### src/rtl/tx_phy_pkg.sv
// Shared TX PHY definitions: K-code symbols (bit0 is transmitted first),
// serializer FSM encoding and the per-chip line coding helper.
package tx_phy_pkg;

  localparam logic [9:0] K28_5_P = 10'b01_0111_1100;
  localparam logic [9:0] K28_2_P = 10'b10_1011_1100;
  localparam logic [9:0] K28_6_N = 10'b10_0100_0011;

  localparam int SYM_BITS = 10;

  typedef enum logic {
    ST_IDLE = 1'b0,
    ST_RUN  = 1'b1
  } tx_state_e;

  // Manchester sends ~b then b (bit 1 -> 0,1); NRZ repeats the bit on both chips.
  function automatic logic chip_code(input logic b, input logic half, input logic manch);
    if (manch) begin
      return half ? b : ~b;
    end else begin
      return b;
    end
  endfunction

endpackage

### src/rtl/tx_chip_timer.sv
// Chip/half/bit counters for one 20-chip symbol; held at zero while disabled.
// chip_end marks the last clk of a chip, sym_end the last clk of chip 19.
module tx_chip_timer
  import tx_phy_pkg::*;
#(
  parameter int CLK_PER_CHIP = 4
) (
  input  logic clk,
  input  logic rst,
  input  logic en,
  output logic chip_end,
  output logic sym_end,
  output logic half
);

  localparam int CW = (CLK_PER_CHIP > 1) ? $clog2(CLK_PER_CHIP) : 1;

  logic [CW-1:0] chip_cnt;
  logic [3:0]    bit_cnt;

  assign chip_end = en && (chip_cnt == CW'(CLK_PER_CHIP - 1));
  assign sym_end  = chip_end && half && (bit_cnt == 4'(SYM_BITS - 1));

  // Advance chip, half and bit position; restart from zero whenever disabled.
  always_ff @(posedge clk or posedge rst) begin
    if (rst) begin
      chip_cnt <= {CW{1'b0}};
      half     <= 1'b0;
      bit_cnt  <= 4'd0;
    end else if (!en) begin
      chip_cnt <= {CW{1'b0}};
      half     <= 1'b0;
      bit_cnt  <= 4'd0;
    end else if (chip_end) begin
      chip_cnt <= {CW{1'b0}};
      half     <= ~half;
      if (half) begin
        bit_cnt <= (bit_cnt == 4'(SYM_BITS - 1)) ? 4'd0 : bit_cnt + 4'd1;
      end else begin
        bit_cnt <= bit_cnt;
      end
    end else begin
      chip_cnt <= chip_cnt + CW'(1);
    end
  end

endmodule

### src/rtl/tx_manch_serializer.sv
// 10b symbol serializer, LSB first, Manchester or NRZ chosen per symbol.
// Holding + shift register give gap-free streaming; underruns fill with IDLE_SYM.
module tx_manch_serializer
  import tx_phy_pkg::*;
#(
  parameter int         CLK_PER_CHIP = 4,
  parameter logic [9:0] IDLE_SYM     = K28_2_P,
  parameter bit         IDLE_FILL    = 1'b1
) (
  input  logic       i_clk,
  input  logic       i_rst,
  input  logic       i_en,
  input  logic [9:0] i_sym,
  input  logic       i_vld,
  output logic       o_rdy,
  output logic       o_txd,
  output logic       o_busy,
  output logic       o_sym_start,
  output logic       o_underrun
);

  tx_state_e  state;
  logic [9:0] shift;
  logic [9:0] hold;
  logic       rdy;
  logic       mode;
  logic       txd;
  logic       sym_start;
  logic       underrun;

  logic       chip_end;
  logic       sym_end;
  logic       half;

  logic       accept;
  logic       load;
  logic [9:0] load_sym;
  logic       fill;
  logic       stop;
  logic       hold_load;
  logic       hold_drain;

  tx_chip_timer #(
    .CLK_PER_CHIP(CLK_PER_CHIP)
  ) u_timer (
    .clk     (i_clk),
    .rst     (i_rst),
    .en      (state == ST_RUN),
    .chip_end(chip_end),
    .sym_end (sym_end),
    .half    (half)
  );

  // Decide what enters the shift register and what happens to the holding register.
  always_comb begin
    accept     = i_vld & rdy;
    load       = 1'b0;
    load_sym   = i_sym;
    fill       = 1'b0;
    stop       = 1'b0;
    hold_load  = 1'b0;
    hold_drain = 1'b0;
    case (state)
      ST_IDLE: begin
        load = accept;
      end
      ST_RUN: begin
        if (sym_end) begin
          if (!rdy) begin
            load       = 1'b1;
            load_sym   = hold;
            hold_drain = 1'b1;
          end else if (accept) begin
            load = 1'b1;
          end else if (IDLE_FILL) begin
            load     = 1'b1;
            load_sym = IDLE_SYM;
            fill     = 1'b1;
          end else begin
            stop = 1'b1;
          end
        end else begin
          hold_load = accept;
        end
      end
      default: begin
        load = 1'b0;
      end
    endcase
  end

  // FSM, shift/holding registers and the registered line chip.
  always_ff @(posedge i_clk or posedge i_rst) begin
    if (i_rst) begin
      state     <= ST_IDLE;
      shift     <= 10'd0;
      hold      <= 10'd0;
      rdy       <= 1'b1;
      mode      <= 1'b0;
      txd       <= 1'b0;
      sym_start <= 1'b0;
      underrun  <= 1'b0;
    end else begin
      sym_start <= load;
      underrun  <= fill;
      // The output register always holds the chip of the cycle that follows.
      if (load) begin
        state <= ST_RUN;
        shift <= load_sym;
        mode  <= i_en;
        txd   <= chip_code(load_sym[0], 1'b0, i_en);
      end else if (stop) begin
        state <= ST_IDLE;
        txd   <= 1'b0;
      end else if (chip_end && half) begin
        shift <= {1'b0, shift[9:1]};
        txd   <= chip_code(shift[1], 1'b0, mode);
      end else if (chip_end) begin
        txd <= chip_code(shift[0], 1'b1, mode);
      end else begin
        txd <= txd;
      end

      if (hold_load) begin
        hold <= i_sym;
        rdy  <= 1'b0;
      end else if (hold_drain) begin
        rdy <= 1'b1;
      end else begin
        rdy <= rdy;
      end
    end
  end

  assign o_rdy       = rdy;
  assign o_txd       = txd;
  assign o_busy      = (state == ST_RUN);
  assign o_sym_start = sym_start;
  assign o_underrun  = underrun;

endmodule

### config.mk
export PLATFORM = sky130hd
export DESIGN_NAME = tx_manch_serializer
export DESIGN_NICKNAME = d
export VERILOG_FILES = /design/src/rtl/tx_phy_pkg.sv /design/src/rtl/tx_chip_timer.sv /design/src/rtl/tx_manch_serializer.sv
export SDC_FILE = /design/constraint.sdc
export NUM_CORES = 1
export LEC_CHECK = 0
export BUFFER_PORTS_ARGS = -buffer_cell sky130_fd_sc_hd__buf_2
export CAP_MARGIN = 30
export CORE_AREA = 4 4 55 69
export DETAILED_ROUTE_END_ITERATION = 6
export DIE_AREA = 0 0 59 73
export GPL_TIMING_DRIVEN = 0
export PLACE_DENSITY_LB_ADDON = 0.3
export SLEW_MARGIN = 25
export SYNTH_ARGS = -nofsm -noshare
export SYNTH_HDL_FRONTEND = slang
export SYNTH_SLANG_ARGS = --single-unit
### constraint.sdc
create_clock -name i_clk -period 3.46 [get_ports i_clk]
set_clock_uncertainty 0.1 [all_clocks]
set_input_delay 0.346 -clock i_clk [delete_from_list [all_inputs] [get_ports i_clk]]
set_output_delay 0.346 -clock i_clk [all_outputs]
set_load 0.005 [all_outputs]
# Yosys cells after proc, flatten, opt, wreduce, memory -nomap -nowiden
# Cells that the tools add are included.
dict set report word_totals {
  regBits 33
  inputBits 14
  output_inout_bits 5
  elab_cells 62
}
dict set report op_classes {
  n_addsub 2
  n_eq_ne 4
  n_mux 33
  bitwise 5
  reduce_logical 7
}
# operator count
set ops {}
lappend ops {{$mux W10} 6}
lappend ops {{$mux W1} 20}
lappend ops {{$mux W4} 4}
lappend ops {{$add A4 B1 Y4 const B} 1}
lappend ops {{$eq A4 B4 Y1 const B} 1}
lappend ops {{$mux W2} 2}
lappend ops {{$ne A2 B1 Y1 const B} 2}
lappend ops {{$not A1 Y1} 4}
lappend ops {{$reduce_bool A2 Y1} 2}
lappend ops {{$logic_and A1 B1 Y1} 3}
lappend ops {{$reduce_bool A3 Y1} 1}
lappend ops {{$add A2 B1 Y2 const B} 1}
lappend ops {{$eq A2 B2 Y1 const B} 1}
lappend ops {{$pmux W1 S2} 1}
lappend ops {{$reduce_and A2 Y1} 1}
lappend ops {{$and A1 B1 Y1} 1}

# Longest topological paths before layout
# Gate-level depths: netlist (run 1).
dict set report depth {
  word_depth 9
  mapped_depth 8
  depth_no_buf 7
}

# Modules after synthesis
# Synthesis (run 1) repeated with hierarchy kept, for this count alone.
dict set report unflattened {
  hier_cells 145
  area_unflattened_um2 1595.3
}
# module instances cells_per_inst area_each_um2 seq_area_each_um2
set modules_own_cells {}
lappend modules_own_cells {tx_manch_serializer 1 113 1244.9 651.9}
lappend modules_own_cells {tx_chip_timer 1 32 350.3 175.2}

# Worst setup path after synthesis (run 1)
# No wires, ideal clock.
dict set report synth_path {
  path_type {flip-flop to flip-flop}
  from {register u_timer.chip_cnt[0]}
  to {register hold[0]}
  setup_ps 125
  t_arrival_ps 1561
  required_time_ps 3235
  setup_slack_ps 1674
  stages_incl_launch_ff 8
  n_path_buf 2
  synth_period_minus_slack_ps 1786
  path_cell_list {dfrtp_1 -> ha_1 -> buf_2 -> nand2_4 -> o21ai_4 -> or2_1 -> buf_6 -> mux2_4}
}
dict set report synth_between {
  elab_chain_cells 6
}
# element line
set synth_rtl {}
lappend synth_rtl {{from (decl)} tx_chip_timer.sv:18} ;# logic [CW-1:0] chip_cnt;
lappend synth_rtl {{from (signal assigned)} tx_chip_timer.sv:27} ;# chip_cnt <= {CW{1'b0}};
lappend synth_rtl {{from (signal assigned)} tx_chip_timer.sv:31} ;# chip_cnt <= {CW{1'b0}};
lappend synth_rtl {{from (signal assigned)} tx_chip_timer.sv:35} ;# chip_cnt <= {CW{1'b0}};
lappend synth_rtl {{$eq A2 B2 Y1} tx_chip_timer.sv:21} ;# assign chip_end = en && (chip_cnt == CW'(CLK_PER_CHIP - 1));
lappend synth_rtl {{$logic_and A1 B1 Y1} tx_chip_timer.sv:21}
lappend synth_rtl {{$logic_and A1 B1 Y1 (2 in a row)} tx_chip_timer.sv:22} ;# assign sym_end = chip_end && half && (bit_cnt == 4'(SYM_BITS - 1));
lappend synth_rtl {{$mux W1} tx_manch_serializer.sv:68} ;# if (sym_end) begin
lappend synth_rtl {{$mux W1} tx_manch_serializer.sv:63} ;# case (state)
lappend synth_rtl {{to (signal assigned)} tx_manch_serializer.sv:125} ;# hold <= i_sym;
lappend synth_rtl {{to (decl)} tx_manch_serializer.sv:24} ;# logic [9:0] hold;
# Every way passes these cells.
# A chain may end at the register's enable or synchronous reset.

# Worst setup path after layout (run 1)
dict set report layout_path {
  from {register rdy, in the netlist o_rdy}
  to {register shift[7]}
}
dict set report layout_between {
  elab_chain_cells 6
  word_cells_on_any_way 8
  classes_between {6 x mux; 1 x bitwise; 1 x reduce/logical}
}
# element line
set layout_rtl {}
lappend layout_rtl {{from (decl)} tx_manch_serializer.sv:25} ;# logic rdy;
lappend layout_rtl {{from (signal assigned)} tx_manch_serializer.sv:130} ;# rdy <= rdy;
lappend layout_rtl {{$and A1 B1 Y1} tx_manch_serializer.sv:56} ;# accept = i_vld & rdy;
lappend layout_rtl {{$mux W10} tx_manch_serializer.sv:73} ;# end else if (accept) begin
lappend layout_rtl {{$mux W10} tx_manch_serializer.sv:69} ;# if (!rdy) begin
lappend layout_rtl {{$mux W10} tx_manch_serializer.sv:68}
lappend layout_rtl {{$mux W10} tx_manch_serializer.sv:63}
lappend layout_rtl {{$mux W10} tx_manch_serializer.sv:107} ;# if (load) begin
lappend layout_rtl {{to (signal assigned)} tx_manch_serializer.sv:109} ;# shift <= load_sym;
lappend layout_rtl {{to (signal assigned)} tx_manch_serializer.sv:116} ;# shift <= {1'b0, shift[9:1]};
lappend layout_rtl {{to (decl)} tx_manch_serializer.sv:23} ;# logic [9:0] shift;
# Several ways; a longest one is shown, not always the timed one.

==> results.toml, run 1 <==
[final_layout]
post-route-util_pct = 62.61
drive_gt1_share_pct = 30.60
syn_to_final_growth_pct = 12.66
stdcell_count = 220
nFillCells = 271
nets = 200
n_antenna_cell = 0

[pwr]
combPwrFrac_pct = 2.7
power_switching_share_pct = 21.01
pwr_density_cell_nw_per_um2 = 351.3
internal_power_mw = 0.5499
p_switching_mw = 0.1462
seq_power_share_pct = 55.4
leakage_nw = 1.008
peakVddDrop_mv = 0.3532
power_frac_clock_pct = 41.8

[sta]
relSlewSlack_pct = 53.98
hold_viol_final = 0
max_freq_mhz = 498.6
post-route-period-util_pct = 57.96
setup_slack_ps = 1454
rsz0062_at_grt = "false"
min_period_ps = 2006
worst_slew_pin_slew_ps = 689.3
drv_slew = 0
setup_viol = 0
fin_setup_tns_ps = 0

[critical_path]
path_common_cell = "o21ai_0"
path_class = "flop to flop"
crit_path_max_incr_delay_ps = 520
cp_max_fo = 10
critPathCaptureType = "flop"
start_kind = "flop"
cp_data_arrival_time_ps = 2070
critPathRequiredTime_ps = 3530
rrSetupSlack_ps = 1450
cp_cell_sequence = "buf_4 > nand2_2 > o21ai_0 > buf_2 > o21ai_0 > o22a_1"
cp_slowest_cell = "dfstp_2"

[clock_network]
cts_tree = "yes"
clk_pin_slew_ps = 60
holdBufCountCts = 0
cts_root_buffer = "clkbuf_8"
htree_levels = 2
cts_setup_buffers = 0
cts_buffer_depth = 2
cts_buffers = 5
cts_resized = 0
cts_sinks = 33
clk_latency_ps = 280

[synth]
ys.flop_type = "dfrtp_1"
synth.top_cells.by_area = "dfrtp_1 46%, mux2_4 7.7%, o21ai_0 3.7%"
synth.avg_cell_area_um2 = 11.13
async_flop_share_pct = 100.0
yosysMostFrequentCell = "dfrtp_1"
yosysTopAreaCellShare_pct = 45.52
synthCells = 158
syn_area_um2 = 1759
synth_fp_nets = 175
yosysSeqAreaShare_pct = 47.01
synth_area_leader_cell = "dfrtp_1"
synth_edf_count = 0
synthTopCellsByCount = "32 x dfrtp_1, 16 x inv_1, 13 x o21ai_0"
synth_cell_types = 45
ys_ff_latch = 33
ys_warn_count = 0

[detailed_routing]
drtPass1Iterations = 4
wl_per_cell_um = 16.30
ant_nets = 0
routed_wl_mm = 3.587
num_vias = 1280
viasPerCell = 5.818
drc = 0
drt_iter0_markers = 54

[floorplan]
die_area_um2 = 4307
floorplan.initialDensity_pct = 55.57
core_region_area_um2 = 3166
fp-row-count = 23
ioPinCount = 19
die_x_um = 59
die_h_um = 73

[min_path]
hp-class = "input port to async pin"

[placed_design]
gp_congestion = 0.7391
io_buffers = 18
dp_slack_ps = 1480
hpwlAfterDp_mm = 2.523
dp_cells = 213

[outcome]
status = "complete, no violations"

[job]
max_cap_violations = 0

[global_route]
track_usage_pct = 18.73
grt_pass1_vias = 1383
gr-total-overflow = 0
grt_max_degree = 34
antenna_found_initial = 0
grt_pass1_wl_mm = 6.134
-- worst paths after layout --
| kind | from | to | depth (start not counted) |
|---|---|---|---|
| worst max-delay path | o_rdy | shift[7] | 6 |
| worst max register to register | o_rdy | shift[7] | 6 |
| worst min-delay path | i_rst | shift[5] | 2 |
| worst min register to register | u_timer.chip_cnt[0] | u_timer.chip_cnt[0] | 1 |
| max in group asynchronous | i_rst | hold[6] | 2 |
| min in group i_clk | i_vld | o_underrun | 2 |
-- per-stage QoR --
step | hold slack [ps] | instance area [um^2] | power, mW
floorplan | 313.9 | 1759 | 0.4005
global placement | 327.2 | 1896 | 0.4119
detailed placement | 353.2 | 1896 | 0.4129
CTS | 91.94 | 1982 | 0.7039
global route | 126.7 | 1982 | 0.7210
finish | 65.74 | 1982 | 0.6962
-- per-layer routing --
| metal | wire length (um) | vias to the layer above | track usage, % |
|---|---|---|---|
| met1 | 1574 | 639 | 21.45 |
| met4 | 38 | 0 | 5.038 |
| met2 | 1828 | 23 | 33.66 |
| met5 | 0 | - | 0 |
| li1 | - | 614 | - |
| met3 | 146 | 4 | 5.133 |
-- flip-flops by register name (all words and copies together), names as in the netlist --
name / flops
hold: 10
o_rdy: 1
mode: 1
u_timer.chip_cnt: 2
u_timer.half: 1
o_txd: 1
u_timer.bit_cnt: 4
o_sym_start: 1
shift: 10
o_underrun: 1
o_busy: 1
-- cell families (layout without fill, tap and decap cells) --
kind of cell,Yosys count,count (layout),synth area share (%)
flip-flops,33,33,47.01
XOR/XNOR,2,2,0.9959
multiplexers,10,10,8.321
AO/OA/AOI/OAI,42,42,18.85
buffers and inverters,24,49,6.828
adder cells (fa/ha/maj),3,3,2.134
AND/OR/NAND/NOR,44,44,15.86
-- layout make-up --
cell class | instances | area (um^2) | area share [%]
plain buffers | 8 | 60.06 | 3.030
clock buffers | 7 | 86.33 | 4.356
inverters | 16 | 60.06 | 3.030
multi-input cells | 101 | 812.0 | 40.97
flip-flops and latches | 33 | 827.0 | 41.73
well taps | 37 | 46.29 | 2.336
repair buffers | 18 | 90.09 | 4.545
-- layout by cell type, fill, tap and decap left out, types with 5 or more instances in the layout --
cell       n
clkbuf_8   6
nor2_1     8
nand2_1    5
inv_1     15
dfrtp_1   32
o21ai_0   13
buf_2     21
mux2_4     9
-- worst max-delay path: cells and delay by family, from the launching register on --
family / cells / cell delay [ps]
AOI/OAI and AO/OA: 3 / 670
buffers and inverters: 2 / 430
DFF: 1 / 520
and+or+nand+nor: 1 / 160
-- power groups by stage --
stage	sequential, mW	clock, mW	combinational [mW]
2_1_floorplan	0.393	0	0.00749
3_3_place_gp	0.393	0	0.0189
3_5_place_dp	0.393	0	0.0199
4_1_cts	0.386	0.298	0.0199
5_1_grt	0.386	0.313	0.0221
6_report	0.386	0.291	0.0191
(Power assumes the default switching activity.)
==> run 2, diff against run 1 <==
--- a/config.mk
+++ b/config.mk
@@ -7,9 +7,9 @@
 export LEC_CHECK = 0
 export BUFFER_PORTS_ARGS = -buffer_cell sky130_fd_sc_hd__buf_2
 export CAP_MARGIN = 30
-export CORE_AREA = 4 4 55 69
+export CORE_AREA = 4 4 58 73
 export DETAILED_ROUTE_END_ITERATION = 6
-export DIE_AREA = 0 0 59 73
+export DIE_AREA = 0 0 62 77
 export GPL_TIMING_DRIVEN = 0
 export PLACE_DENSITY_LB_ADDON = 0.3
 export SLEW_MARGIN = 25
==> constraint.sdc (replaced) <==
create_clock -name i_clk -period 1.7 [get_ports i_clk]
set_clock_uncertainty 0.1 [all_clocks]
set_input_delay 0.17 -clock i_clk [delete_from_list [all_inputs] [get_ports i_clk]]
set_output_delay 0.17 -clock i_clk [all_outputs]
set_load 0.005 [all_outputs]
==> results.toml, run 2 (synthesis results as in run 1) <==
[outcome]
status = "complete, but fails checks"
violations = "negative setup slack"

[global_route]
grt_max_degree = 34
grt_pass1_wl_mm = 6.693
track_usage_pct = 18.82
grt_pass1_vias = 1454
gr-total-overflow = 0
antenna_found_initial = 0

[floorplan]
ioPinCount = 19
die_area_um2 = 4774
fp-row-count = 24
die_x_um = 62
floorplan.initialDensity_pct = 50.07
die_h_um = 77
core_region_area_um2 = 3513

[sta]
setup_viol = 12
max_freq_mhz = 579.5
worst_slew_pin_slew_ps = 690.3
post-route-period-util_pct = 101.5
relSlewSlack_pct = 53.91
hold_viol_final = 0
rsz0062_at_grt = "true"
min_period_ps = 1726
fin_setup_tns_ps = -161.2
drv_slew = 0
setup_slack_ps = -25.74

[final_layout]
n_antenna_cell = 0
drive_gt1_share_pct = 44.33
mostFrequentLayoutCells = "31 x dfrtp_1, 19 x buf_2, 17 x buf_4"
syn_to_final_growth_pct = 29.09
nets = 219
final_common_cell = "dfrtp_1"
largestRegisters = "hold (10), shift (10), u_timer.bit_cnt (4)"
post-route-util_pct = 64.64

[critical_path]
crit_path_max_incr_delay_ps = 400
cpLargestDelayFamily = "flip-flops"
critPathRequiredTime_ps = 1770
path_class = "flop to flop"
cp_slowest_cell = "dfrtp_1"
cp_max_fo = 5
start_kind = "flop"
crit_buf_inv = 2
cp_data_arrival_time_ps = 1790
critPathCaptureType = "flop"
cp_cell_sequence = "inv_2 > ha_4 > nand3b_4 > o21ai_4 > or2_4 > buf_6 > mux2_4"
rrSetupSlack_ps = -30

[detailed_routing]
drt_iter0_markers = 50
ant_nets = 0
viasPerCell = 5.636
drtPass1Iterations = 4
drc = 0
wl_per_cell_um = 16.82
routed_wl_mm = 4.070
num_vias = 1364

[pwr]
finalPower_mw = 1.387
leakage_nw = 1.108
peakVddDrop_mv = 0.6162
pwr_density_cell_nw_per_um2 = 610.6

[clock_network]
cts_sinks = 33
cts_buffer_depth = 2
cts_tree = "yes"
cts_buffers = 5
clk_latency_ps = 290
htree_levels = 2
cts_root_buffer = "clkbuf_8"
clk_pin_slew_ps = 70

[min_path]
hp-class = "input port to flop"

[placed_design]
hpwlAfterDp_mm = 2.516
io_buffers = 18
gp_congestion = 0.8217

[job]
max_cap_violations = 0
-- run 2: changes by cell type in the layout (fill, tap and decap cells not counted), sizes merged --
cell | before | now
buf | 25 | 42
clkinv | 0 | 2
dlygate4sd3 | 0 | 1
-- run 2: path summary, 6_finish.rpt --
check                                    from  endpoint  cells past startpoint
max reg2reg                u_timer.bit_cnt[1]   hold[6]                      7
min in group asynchronous               i_rst   hold[4]                      3
min reg2reg                           hold[0]   hold[0]                      1
max in group asynchronous               i_rst    o_busy                      3
min                                  i_sym[5]   hold[5]                      2
max                        u_timer.bit_cnt[1]   hold[6]                      7
-- run 2: worst reg2reg max path: cells and delay by family (launching register included) --
family                   cells  cell delay, ps
flip-flops                   1             400
multiplexers                 1             300
AND/OR/NAND/NOR              2             280
buffers and inverters        2             220
AO/OA/AOI/OAI                1             170
adder cells (fa/ha/maj)      1             140
-- run 2: what timing repair did --
action | CTS | global route
setup buffers | 10 | 8
setup endpoints to repair | 21 | 20
hold buffers | 1 | 0
gates cloned | 2 | 0
endpoints found under the hold margin | 32 | 0
pin swaps | 9 | 8
gates resized for setup | 18 | 15
-- run 2: where the power goes --
| part | switching (mW) | total (mW) | internal (mW) |
|---|---|---|---|
| Combinational | 0.0281 | 0.0425 | 0.0143 |
| Clock | 0.276 | 0.559 | 0.283 |
| Sequential | 0 | 0.785 | 0.785 |
| Total | 0.304 | 1.39 | 1.08 |
-- run 2: layout make-up --
type / count / area [um^2]
multi-input combinational: 101 / 922.1
buffer: 6 / 58.81
inverter: 16 / 60.06
fill: 269 / 1242
tap: 39 / 48.80
timing repair buffer: 39 / 270.3
sequential: 33 / 828.3
clock inverter: 2 / 10.01
clock buffer: 6 / 72.57
-- run 2: metrics by stage --
stage | instance area, um^2 | hold WS [ps] | setup WS [ps] | std cells
3_5_place_dp | 1909 | 217.4 | -277.2 | 215
4_1_cts | 2175 | 17.91 | -9.363 | 235
3_3_place_gp | 1909 | 315.3 | -255.4 | 215
6_report | 2271 | 19.74 | -25.74 | 242
5_1_grt | 2271 | 15.28 | -81.23 | 242
2_1_floorplan | 1770 | 142.8 | -69.52 | 158
-- run 2: routing by layer --
layer / track usage [%] / wire, um
met1: 22.55 / 1743
met2: 31.02 / 2064
met3: 6.723 / 200
met4: 4.883 / 61
met5: 0 / 0
